==> config.mk <==
export PLATFORM = sky130hd
export DESIGN_NAME = spectrum_band_analyzer
export DESIGN_NICKNAME = d
export VERILOG_FILES = /design/src/rtl/spectrum_band_analyzer.sv
export SDC_FILE = /design/constraint.sdc
export NUM_CORES = 1
export LEC_CHECK = 0
export BUFFER_PORTS_ARGS = -buffer_cell sky130_fd_sc_hd__buf_2
export CORE_MARGIN = 3
export CORE_UTILIZATION = 50
export DETAILED_ROUTE_END_ITERATION = 12
export MAX_ROUTING_LAYER = met4
export PLACE_DENSITY = 0.69
export RECOVER_POWER = 50
export REMOVE_ABC_BUFFERS = 1
export SKIP_CTS_REPAIR_TIMING = 1
export SLEW_MARGIN = 10
export SYNTH_ARGS = -nofsm -noshare
export SYNTH_HDL_FRONTEND = slang
export SYNTH_SLANG_ARGS = --single-unit
==> constraint.sdc <==
create_clock -name clk -period 2.65 [get_ports clk]
set_input_delay 0.1325 -clock clk [delete_from_list [all_inputs] [get_ports clk]]
set_output_delay 0.1325 -clock clk [all_outputs]
set_load 0.02 [all_outputs]
==> src/rtl/spectrum_band_analyzer.sv <==
// spectrum_band_analyzer
// Consumes a stream of unsigned FFT bin magnitudes (one bin per i_valid cycle,
// no backpressure) and produces:
//   - one averaged level per band of BINS_PER_BAND consecutive bins, presented
//     through a single-entry valid/ready output register;
//   - the frame peak (bin index and magnitude), pulsed once per frame.
//
// Ports
//   clk, reset       single clock, synchronous active-high reset
//   i_valid          one magnitude bin present this cycle
//   i_magnitude      unsigned bin magnitude
//   o_band_valid     band result held in the output register
//   i_band_ready     downstream accepts the held band result
//   o_band_index     band number, 0 = lowest bins
//   o_band_level     mean magnitude of the band (truncated)
//   o_peak_valid     one-cycle pulse, frame peak available
//   o_peak_bin       bin index of the frame peak
//   o_peak_mag       frame peak magnitude
//   o_overflow       sticky, a completed band was dropped
//
// State | meaning
// ACCUM | band output register empty, bins being collected
// HOLD  | band output register full, waiting for i_band_ready
module spectrum_band_analyzer #(
    parameter int DATA_WIDTH    = 24,
    parameter int FFT_SIZE      = 1024,
    parameter int BINS_PER_BAND = 64
) (
    input  logic                                        clk,
    input  logic                                        reset,
    input  logic                                        i_valid,
    input  logic [DATA_WIDTH-1:0]                       i_magnitude,
    output logic                                        o_band_valid,
    input  logic                                        i_band_ready,
    output logic [((FFT_SIZE/BINS_PER_BAND) > 1 ? $clog2(FFT_SIZE/BINS_PER_BAND) : 1)-1:0] o_band_index,
    output logic [DATA_WIDTH-1:0]                       o_band_level,
    output logic                                        o_peak_valid,
    output logic [$clog2(FFT_SIZE)-1:0]                 o_peak_bin,
    output logic [DATA_WIDTH-1:0]                       o_peak_mag,
    output logic                                        o_overflow
);

    localparam int NUM_BANDS = FFT_SIZE / BINS_PER_BAND;
    localparam int BIN_W     = $clog2(FFT_SIZE);
    localparam int BAND_W    = (NUM_BANDS > 1) ? $clog2(NUM_BANDS) : 1;
    localparam int SHIFT     = $clog2(BINS_PER_BAND);
    localparam int ACC_W     = DATA_WIDTH + SHIFT;

    typedef enum logic {
        ACCUM = 1'b0,
        HOLD  = 1'b1
    } state_t;

    state_t                  state, state_nxt;
    logic [BIN_W-1:0]        bin_count;
    logic [ACC_W-1:0]        acc;
    logic [ACC_W-1:0]        band_sum;
    logic [BAND_W-1:0]       band_idx;
    logic                    band_done;
    logic                    frame_start;
    logic                    frame_last;
    logic [DATA_WIDTH-1:0]   run_max;
    logic [BIN_W-1:0]        run_bin;
    logic                    take_new;
    logic [DATA_WIDTH-1:0]   max_nxt;
    logic [BIN_W-1:0]        bin_nxt;
    logic                    load_band;
    logic                    drop_band;

    assign band_sum    = acc + ACC_W'(i_magnitude);
    assign band_done   = i_valid && (&bin_count[SHIFT-1:0]);
    assign frame_start = (bin_count == '0);
    assign frame_last  = &bin_count;

    // Band number is the upper bits of the bin counter; a single-band frame
    // has no such bits and always reports band 0.
    generate
        if (NUM_BANDS > 1) begin : g_band_idx
            assign band_idx = bin_count[BIN_W-1:SHIFT];
        end else begin : g_band_idx_one
            assign band_idx = '0;
        end
    endgenerate

    // Bin 0 reloads the running max so a frame never inherits the previous
    // frame's peak; strict compare keeps the lowest bin on ties.
    assign take_new = frame_start || (i_magnitude > run_max);
    assign max_nxt  = take_new ? i_magnitude : run_max;
    assign bin_nxt  = take_new ? bin_count   : run_bin;

    always_ff @(posedge clk) begin
        if (reset) begin
            bin_count <= '0;
            acc       <= '0;
            run_max   <= '0;
            run_bin   <= '0;
        end else if (i_valid) begin
            bin_count <= bin_count + 1'b1;
            acc       <= band_done ? '0 : band_sum;
            run_max   <= max_nxt;
            run_bin   <= bin_nxt;
        end
    end

    // FSM: state register
    always_ff @(posedge clk) begin
        if (reset) begin
            state <= ACCUM;
        end else begin
            state <= state_nxt;
        end
    end

    // FSM: next state
    always_comb begin
        state_nxt = state;
        case (state)
            ACCUM: if (band_done) state_nxt = HOLD;
            HOLD:  if (i_band_ready && !band_done) state_nxt = ACCUM;
            default: state_nxt = ACCUM;
        endcase
    end

    // FSM: outputs. A band completing while the held one is accepted the
    // same cycle replaces it with no gap.
    always_comb begin
        load_band    = 1'b0;
        drop_band    = 1'b0;
        o_band_valid = (state == HOLD);
        if (band_done) begin
            if (state == ACCUM || i_band_ready) begin
                load_band = 1'b1;
            end else begin
                drop_band = 1'b1;
            end
        end
    end

    always_ff @(posedge clk) begin
        if (reset) begin
            o_band_index <= '0;
            o_band_level <= '0;
            o_overflow   <= 1'b0;
        end else begin
            if (load_band) begin
                o_band_index <= band_idx;
                o_band_level <= band_sum[ACC_W-1:SHIFT];
            end
            if (drop_band) begin
                o_overflow <= 1'b1;
            end
        end
    end

    always_ff @(posedge clk) begin
        if (reset) begin
            o_peak_valid <= 1'b0;
            o_peak_bin   <= '0;
            o_peak_mag   <= '0;
        end else begin
            o_peak_valid <= i_valid && frame_last;
            if (i_valid && frame_last) begin
                o_peak_bin <= bin_nxt;
                o_peak_mag <= max_nxt;
            end
        end
    end

endmodule
==> impl_summary.txt, run 1 <==
----------------------------------------------------
[Outcome]
  Run status ... complete, no violations

[Clocking]
  Number of clock sinks ... 139
  Clock-pin slew on the worst setup and hold paths ... 60 ps
  TritonCTS clock tree ... built
  Clock Root Buffer ... clkbuf_16
  Max Buffers Root-to-Sink ... 2
  Clock latency reported for the late side of the worst-skew pair ... 420 ps
  Total number of H-tree levels ... 4
  TritonCTS buffer count ... 17

[Worst setup path]
  Critical Path Source Type ... register
  Worst reg2reg path startpoint ... acc[0]
  Beginning of the critical path ... acc[0]
  Max stage delay on crit path ... 350 ps
  CP cell instances ... ha_4 > fa_2 > a211oi_2 > o21bai_1 > a21oi_2 > o21ai_4 > o311a_1 > o21a_1 > or3_1 > a32o_1
  Worst endpoint data arrival time ... 2950 ps
  Slack of the worst reg-to-reg path ... 10 ps
  CP max FO ... 4
  R2r endpoint ... acc[18]
  Worst-path cell with the longest stage delay ... fa_2
  Critical Setup Path Class ... reg -> reg
  Logic depth of the worst register-to-register path ... 10
  Worst endpoint required time ... 2960 ps
  CP Capture Type ... register

[Synth]
  Share of async-settable or async-resettable flops after synthesis ... 0%
  Number of synthesized register bits ... 139
  Avg Inst Size Synth ... 8.404 um2
  Number of synthesized flops with an enable pin ... 0
  Gate count of the mapped netlist ... 852
  Proportion of synthesized chip area in sequential cells ... 38.86%
  Number of warnings issued by yosys ... 0
  Number of distinct library cell variants in the gate-level netlist after synthesis ... 63
  Area of the mapped netlist ... 7161 um2
  Post-synthesis share of cell area spent on xor and xnor gates ... 3.547%
  Dominant combinational cell family by area after synthesis ... compound AO/OA/AOI/OAI gates
  Adder-Cell Fraction of Synth Area ... 9.016%
  Most common flop cell mapped by yosys ... dfxtp_1
  Multiplexer area fraction after synthesis ... 4.613%
  Basic-gate share of the synthesized area counting and, or, nand and nor cells ... 19.29%
  Area fraction in compound gates after synthesis ... 19.74%

[Timing]
  Total Neg Setup Slack ... 0 ps
  Period minus WS final ... 2638 ps
  Final Worst Setup Slack ... 11.95 ps
  Unrepaired setup endpoints after global routing ... yes
  Worst clock skew on the final layout ... 6.708 ps
  Final Hold Fails ... 0
  Worst hold margin ... 23.21 ps
  Number of slew-limit violations in the final report ... 0
  Portion of the clock cycle consumed by the worst path in the final layout ... 99.55%
  Number of failing setup endpoints in the final timing report ... 0
  Relative slew margins ... 58.01%
  Least-Margin Pin Slew ... 629.8 ps
  Max Fclk ... 379.1 MHz

[Power and ir drop]
  Power per standard cell area ... 670.6 nW/um2
  Int Power ... 4.114 mW
  Overall power of the completed layout ... 5.808 mW
  Gate power share ... 20.8%
  Sw power ... 1.694 mW
  Largest vdd supply drop ... 442.3 uV
  Fraction of power consumed by the clock network ... 40.3%
  Sw Ratio ... 29.16%
  Fraction of power consumed by sequential logic ... 38.9%
  Leakage ... 3.445 nW

[Global route]
  M3 GR Usage ... 4.326%
  Via count of the first global-routing pass ... 6013
  Global Route met1 Usage ... 30.31%
  Routing layer with the top usage in global route ... met2
  Initial antenna violation count ... 0
  Wire length of the first global-routing pass ... 28990 um
  Overall global routing resource usage ... 22.79%
  Met2 layer usage reported by global route ... 35.43%
  Largest net degree at the start of global routing ... 57
  GRT Residual Overflow ... 0

[Detailed routing]
  Via Count ... 6390
  1st-pass router iterations ... 4
  Number of design rule violations left after detail routing ... 0
  Detail-routed net length per standard cell ... 15.46 um
  Number of DRC markers after the initial detailed-route iteration ... 404
  Vias per std cell ... 5.561
  Count of antenna-violating nets left after detailed routing ... 0
  Total wirelength of the detailed-routed design ... 17760 um

[Placed design]
  HPWL after detailed placement ... 12240 um
  Cell area after placement ... 7986 um2
  Placer congestion estimate ... 0.8958
  Setup WS pre-CTS ... -175.9 ps
  Number of buffers inserted by port buffering ... 92

[Die]
  Starting density of the core ... 51.39%
  Core footprint ... 13930 um2
  Die area ... 15790 um2
  Count of pins on the block boundary ... 93
  Number of cell rows ... 43
  Die Width ... 125.7 um
  Die height ... 125.7 um

[Min path]
  Worst Hold Endpoint ... run_max[13]
  Min-delay src ... i_magnitude[13]
  Class of the tightest hold or removal check ... in -> reg
  Cells on Worst Hold Path ... 3

[Job]
  Maximum capacitance violations ... 0

[Layout]
  Nets ... 1035
  Design area ... 8661 um2
  Area delta synth->final ... 20.95%
  Proportion of layout cells with a drive suffix above 1 ... 13.31%
  Antenna Diode Count ... 0
  Fill cell total of the finished layout ... 1245

----------------------------------------------------
## routing by layer
metal	part of all wire, %	wire (um)	up-vias
met5	0	0	-
met4	2.1	378	0
met3	4.7	837	28
met2	46	8090	134
met1	48	8456	2982
li1	-	-	3246
## power by group through the flow
stage,sequential (mW),clock (mW),combinational [mW]
detailed placement,2.30,0,1.12
finish,2.26,2.34,1.21
global route,2.27,2.48,1.34
CTS,2.25,2.38,1.13
global placement,2.29,0,1.11
floorplan,2.28,0,0.771
## cell usage after synthesis (all sizes together) (14+ instances only)
cell type  count  area share, %
a311oi        24            3.0
ha            50            8.7
inv           36            1.9
nand2         85            4.5
mux2i         33            4.6
a21oi         60            4.2
xnor2         16            2.0
nand3         34            2.4
dfxtp        139             39
clkbuf        38            2.0
o21ai         27            1.9
a211oi        14            1.6
nor3          25            1.7
nor2         118            6.2
a22o          16            2.0
## placed cells by master (no fill, tap or decap), drive strengths merged, types with 24 or more instances in the layout
cell type | Yosys | routed
dfxtp | 139 | 139
mux2i | 33 | 33
inv | 36 | 37
ha | 50 | 50
nor3 | 25 | 25
nand2 | 85 | 85
clkbuf | 38 | 88
nand3 | 34 | 34
buf | 13 | 67
a21oi | 60 | 60
a311oi | 24 | 24
nor2 | 118 | 118
o21ai | 27 | 27
## how the worst max path moves through the flow
stage                      end
floorplan           run_bin[2]
global placement       acc[18]
detailed placement     acc[26]
CTS                    acc[26]
global route           acc[18]
finish                 acc[18]
## critical path, delay by kind of cell (launching register included)
family | cells | cell delay (ps)
fa+ha+maj | 2 | 510
flops | 1 | 330
compound gates | 7 | 1390
simple gates | 1 | 300
## kinds of logic after synthesis
logic type / after synthesis
compound gates: 202
mux: 33
xor+xnor: 29
simple gates: 310
fa+ha+maj: 51
buf+inv: 88
flops: 139
## state kept, by name, summed over array words and instances, names as in the netlist
name and count:
o_peak_bin 10, acc 30, run_max 24, o_band_level 24
run_bin 10, o_peak_valid 1, o_band_index 4, o_overflow 1
bin_count 10, o_band_valid 1, o_peak_mag 24
## through the flow
step | cells | util, %
after floorplan | 801 | -
final | 1149 | 62.15
after global placement | 1112 | 57.31
after detailed placement | 1112 | 57.31
after CTS | 1144 | 61.53
after global routing | 1149 | 62.15
## area by class of cell
cell class                 count  area, um2  share of cell area [%]
multi-input combinational    625       4130                   47.69
sequential                   139       2786                   32.17
timing repair buffer         136      792.0                   9.145
clock buffer                  19      442.9                   5.114
tap                          180      225.2                   2.600
clock inverter                13      145.1                   1.676
inverter                      37      138.9                   1.604
Power figures use the tool's default switching activity.
==> run 2, diff against run 1 <==
--- a/config.mk
+++ b/config.mk
@@ -10,7 +10,7 @@
 export CORE_UTILIZATION = 50
 export DETAILED_ROUTE_END_ITERATION = 12
 export MAX_ROUTING_LAYER = met4
-export PLACE_DENSITY = 0.69
+export PLACE_DENSITY = 0.72
 export RECOVER_POWER = 50
 export REMOVE_ABC_BUFFERS = 1
 export SKIP_CTS_REPAIR_TIMING = 1
==> run 2 against run 1 <==
  * The flow now finishes with violations (negative setup slack)
  * Routed wire length rose by 0.26%
  * Sequential cell count unchanged
  * Cell count is 0.78% lower
  * Utilization grew 0.27 points
  * Critical path type unchanged
  * Critical endpoint unchanged
==> impl_summary.txt, run 2 (synthesis gave the netlist of run 1 again) <==
----------------------------------------------------
[Job]
  Maximum capacitance violations ... 0

[Outcome]
  Run status ... finished, violations left
  Violations in the final reports ... negative setup slack

[Min path]
  Min-delay src ... i_magnitude[14]
  Cells on Worst Hold Path ... 3
  Worst Hold Endpoint ... o_peak_mag[14]
  Class of the tightest hold or removal check ... in -> reg

[Power and ir drop]
  Power per standard cell area ... 697.2 nW/um2
  Largest vdd supply drop ... 479.8 uV
  Leakage ... 3.433 nW

[Clocking]
  Clock latency reported for the late side of the worst-skew pair ... 430 ps
  Clock Root Buffer ... clkbuf_16
  Total number of H-tree levels ... 4
  TritonCTS clock tree ... built
  Clock-pin slew on the worst setup and hold paths ... 60 ps
  Number of clock sinks ... 139
  TritonCTS buffer count ... 17
  Max Buffers Root-to-Sink ... 2

[Layout]
  Most common library cell in the layout ignoring fill and taps ... dfxtp_1
  Antenna Diode Count ... 0
  Area delta synth->final ... 21.47%
  Proportion of layout cells with a drive suffix above 1 ... 12.81%
  Final Core Density ... 62.42%
  FF/Latch Area ... 2786 um2
  Nets ... 1026
  Fill cell total of the finished layout ... 1212
  Flip-flop count of the largest register after layout ... 30
  Commonest cells after routing, fill and taps aside ... dfxtp_1, nor2_1, nand2_1, clkbuf_1, a21oi_1
  Multi-input gate area ... 4144 um2
  Biggest register ... acc

[Timing]
  Unrepaired setup endpoints after global routing ... yes
  Number of failing setup endpoints in the final timing report ... 1
  Number of slew-limit violations in the final report ... 0
  Relative slew margins ... 58.00%
  Max Fclk ... 374.8 MHz
  Worst clock skew on the final layout ... 9.232 ps
  Least-Margin Pin Slew ... 625.2 ps
  Portion of the clock cycle consumed by the worst path in the final layout ... 100.7%
  Worst hold margin ... 17.16 ps
  Period minus WS final ... 2668 ps
  Final Worst Setup Slack ... -17.84 ps
  Final Hold Fails ... 0

[Worst setup path]
  Worst endpoint required time ... 2960 ps
  CP max FO ... 4
  Slack of the worst reg-to-reg path ... -20 ps
  Critical Path Source Type ... register
  Worst reg2reg path startpoint ... acc[0]
  Worst endpoint data arrival time ... 2980 ps
  Critical Setup Path Class ... reg -> reg
  CP Capture Type ... register
  R2r endpoint ... acc[18]
  Logic depth of the worst register-to-register path ... 10

[Detailed routing]
  Via Count ... 6386
  Vias per std cell ... 5.602
  Top metal layer carrying routed signals ... met4
  Total wirelength of the detailed-routed design ... 17810 um
  Met2 wire len ... 7925 um
  Detail-routed net length per standard cell ... 15.62 um
  1st-pass router iterations ... 5
  Detail Route met3 WL ... 934 um
  Number of DRC markers after the initial detailed-route iteration ... 443
  Number of design rule violations left after detail routing ... 0
  Count of antenna-violating nets left after detailed routing ... 0
  Post-route met1 wirelength ... 8723 um

[Global route]
  Initial antenna violation count ... 0
  Largest net degree at the start of global routing ... 59
  GRT Residual Overflow ... 0
  Via count of the first global-routing pass ... 5640
  Wire length of the first global-routing pass ... 27860 um
  Overall global routing resource usage ... 22.16%

[Placed design]
  HPWL after detailed placement ... 12070 um
  Number of buffers inserted by port buffering ... 92
  Placer congestion estimate ... 0.8918

[Die]
  Starting density of the core ... 51.39%
  Die Width ... 125.7 um
  Die height ... 125.7 um
  Number of cell rows ... 43
  Count of pins on the block boundary ... 93
  Die area ... 15790 um2
  Core footprint ... 13930 um2

----------------------------------------------------
==> run 2: worst max path at each step <==
stage	startpoint	to	slack, ps	cells after the start
6_report	acc[0]	acc[18]	-20	10
5_1_grt	acc[0]	acc[18]	-120	10
4_1_cts	acc[0]	acc[18]	-160	10
3_5_place_dp	acc[0]	acc[18]	-150	10
3_3_place_gp	acc[0]	acc[18]	-120	10
2_1_floorplan	run_max[1]	run_bin[2]	-2580	10
==> run 2: area by class of cell <==
cell class | count | area share (%)
flip-flops and latches | 139 | 32.03
clock inverters | 13 | 2.474
well taps | 180 | 2.589
repair buffers | 127 | 8.573
inverters | 37 | 1.597
multi-input cells | 625 | 47.64
clock buffers | 19 | 5.092
==> run 2: critical path, stage by stage, from the launching register on <==
cell	delay, ps
dfxtp_2	330
ha_4	160
fa_2	400
a211oi_2	190
o21bai_1	100
a21oi_2	170
o21ai_2	110
o311a_1	340
o21a_1	210
or3_1	300
a32o_1	240
==> run 2: metrics by stage <==
step,cells,power [mW],area [um2],setup TNS (ps),setup WS [ps]
floorplan,801,3.049,6947,-140790,-2577
CTS,1135,6.019,8589,-797.1,-158.7
global placement,1103,3.364,7931,-325.5,-122.1
finish,1140,6.064,8698,-17.84,-17.84
global route,1140,6.320,8698,-1784,-122.6
detailed placement,1103,3.377,7931,-667.9,-146.2
==> run 2: routing by layer <==
metal,up-vias,global-route usage (%)
met5,-,-
met4,0,5.931
met3,16,4.411
met2,155,33.39
met1,2994,30.59
li1,3221,-
==> run 2: power by group <==
group / internal [mW] / switching (mW)
combinational: 0.497 / 0.667
clock: 1.70 / 0.942
sequential: 2.18 / 0.0755
total: 4.38 / 1.68
==> run 3, diff against run 2 <==
--- a/config.mk
+++ b/config.mk
@@ -7,10 +7,10 @@
 export LEC_CHECK = 0
 export BUFFER_PORTS_ARGS = -buffer_cell sky130_fd_sc_hd__buf_2
 export CORE_MARGIN = 3
-export CORE_UTILIZATION = 50
+export CORE_UTILIZATION = 25
 export DETAILED_ROUTE_END_ITERATION = 12
 export MAX_ROUTING_LAYER = met4
-export PLACE_DENSITY = 0.72
+export PLACE_DENSITY = 0.41
 export RECOVER_POWER = 50
 export REMOVE_ABC_BUFFERS = 1
 export SKIP_CTS_REPAIR_TIMING = 1
==> run 3 against run 2 <==
  * The run still ends with negative setup slack left
  * Sequential share of layout area fell by 0.94 points
  * Via count fell by 2.1%
  * Clock skew grew 4.8 ps
  * Clock power fell by 5%
  * Utilization down 30 points
  * Clock-buffer cell count decreased by 2
  * Die area is 94% higher
  * Sequential power about the same
==> impl_summary.txt, run 3 (synthesis gave the netlist of run 1 again) <==
----------------------------------------------------
[Die]
  Core footprint ... 28010 um2
  Count of pins on the block boundary ... 93
  Number of cell rows ... 61
  Die height ... 175.2 um
  Die area ... 30710 um2
  Die Width ... 175.2 um
  Starting density of the core ... 25.56%

[Global route]
  GRT Residual Overflow ... 0
  Overall global routing resource usage ... 14.27%
  Wire length of the first global-routing pass ... 33950 um
  Largest net degree at the start of global routing ... 59
  Via count of the first global-routing pass ... 6219
  Initial antenna violation count ... 0

[Detailed routing]
  Vias per std cell ... 4.640
  Number of design rule violations left after detail routing ... 0
  Count of antenna-violating nets left after detailed routing ... 0
  Total wirelength of the detailed-routed design ... 21150 um
  Post-route met1 wirelength ... 10740 um
  Number of DRC markers after the initial detailed-route iteration ... 309
  Detail Route met3 WL ... 660 um
  Top metal layer carrying routed signals ... met4
  Detail-routed net length per standard cell ... 15.69 um
  Via Count ... 6255
  1st-pass router iterations ... 4
  Met2 wire len ... 9468 um

[Timing]
  Number of failing setup endpoints in the final timing report ... 1
  Portion of the clock cycle consumed by the worst path in the final layout ... 101.0%
  Final Worst Setup Slack ... -27.09 ps
  Total Neg Setup Slack ... -27.09 ps
  Final Hold Fails ... 0
  Relative slew margins ... 37.22%
  Max Fclk ... 373.5 MHz
  Period minus WS final ... 2677 ps
  Least-Margin Pin Slew ... 938.3 ps
  Number of slew-limit violations in the final report ... 0
  Unrepaired setup endpoints after global routing ... yes
  Worst clock skew on the final layout ... 14.01 ps

[Layout]
  Biggest register ... acc
  Design area ... 8952 um2
  Final Instance Count excl. Fillers ... 1348
  Antenna Diode Count ... 0
  Flip-flop count of the largest register after layout ... 30
  Final Core Density ... 31.96%
  Commonest cells after routing, fill and taps aside ... dfxtp_1, nor2_1, nand2_1, clkbuf_1, a21oi_1
  Most common library cell in the layout ignoring fill and taps ... dfxtp_1
  Proportion of layout cells with a drive suffix above 1 ... 13.81%
  Nets ... 1036
  Fill cell total of the finished layout ... 3031
  Area delta synth->final ... 25.02%
  Multi-input gate area ... 4153 um2
  FF/Latch Area ... 2784 um2

[Placed design]
  Total instance count after detailed placement ... 1311
  Number of buffers inserted by port buffering ... 92
  HPWL after detailed placement ... 14660 um
  Placer congestion estimate ... 0.7849
  Setup WS pre-CTS ... -181.3 ps
  Cell area after placement ... 8254 um2

[Power and ir drop]
  Largest vdd supply drop ... 426.9 uV
  Leakage ... 3.467 nW
  Power per standard cell area ... 668.6 nW/um2

[Worst setup path]
  CP Capture Type ... register
  Critical Setup Path Class ... reg -> reg
  Worst endpoint data arrival time ... 2990 ps
  CP cell instances ... ha_4 > fa_2 > a211oi_2 > o21bai_1 > a21oi_2 > o21ai_4 > o311a_1 > o21a_1 > or3_1 > a32o_1
  Critical Path Source Type ... register
  CP max FO ... 4
  Worst-path cell with the longest stage delay ... fa_2
  Max stage delay on crit path ... 390 ps
  Worst endpoint required time ... 2970 ps

[Min path]
  Class of the tightest hold or removal check ... in -> reg

[Clocking]
  TritonCTS buffer count ... 17
  Max Buffers Root-to-Sink ... 2
  Total number of H-tree levels ... 4
  Clock-pin slew on the worst setup and hold paths ... 70 ps
  Clock Root Buffer ... clkbuf_16
  Number of clock sinks ... 139
  Clock latency reported for the late side of the worst-skew pair ... 430 ps
  TritonCTS clock tree ... built

[Outcome]
  Run status ... finished, violations left
  Violations in the final reports ... negative setup slack

[Job]
  Maximum capacitance violations ... 0

----------------------------------------------------
[run 3: cell count changes in the layout (fill, tap and decap cells not counted), moves of 2 or more]
cell | previous run | this run
buf_4 | 26 | 35
inv_6 | 1 | 8
clkinvlp_4 | 4 | 0
bufinv_16 | 5 | 2
clkinv_4 | 3 | 0
inv_8 | 0 | 3
clkinv_2 | 0 | 2
dfxtp_1 | 136 | 138
dfxtp_2 | 3 | 1
nor3_2 | 2 | 4
[run 3: power by group]
part | internal [mW] | leakage (nW) | switching, mW
clock | 1.43 | 0.300 | 1.09
sequential | 2.18 | 1.13 | 0.0748
combinational | 0.525 | 2.04 | 0.689
total | 4.13 | 3.47 | 1.85
[run 3: worst paths after layout]
check                                       from               end  slack (ps)  cells past startpoint
worst max register to register            acc[0]           acc[18]         -30                     10
worst min-delay path              i_magnitude[4]     o_peak_mag[4]          20                      3
worst max-delay path                      acc[0]           acc[18]         -30                     10
worst min register to register  o_band_level[11]  o_band_level[11]         460                      2
[run 3: critical path, delay by kind of cell, from the launching register on]
kind                       cells  cell delay, ps
AOI/OAI and AO/OA              7            1380
and+or+nand+nor                1             300
DFF                            1             330
adders and majority gates      2             550
[run 3: layer usage]
| layer | vias to the layer above | track usage [%] |
|---|---|---|
| li1 | 3240 | - |
| met1 | 2907 | 18.92 |
| met2 | 88 | 22.13 |
| met3 | 20 | 2.912 |
| met4 | 0 | 3.956 |
| met5 | - | - |
[run 3: layout make-up]
class	instances	share of cell area, %
repair buffers	137	8.987
flip-flops and latches	139	31.10
clock buffers	17	4.752
inverters	37	1.551
clock inverters	15	1.943
well taps	378	5.283
multi-input cells	625	46.39
[run 3: metrics by stage]
| stage | hold slack (ps) | power (mW) |
|---|---|---|
| floorplan | 200.4 | 3.049 |
| global placement | 442.1 | 3.459 |
| CTS | -3.528 | 6.027 |
| detailed placement | 447.8 | 3.457 |
| global route | 6.111 | 6.323 |
| finish | 18.19 | 5.985 |
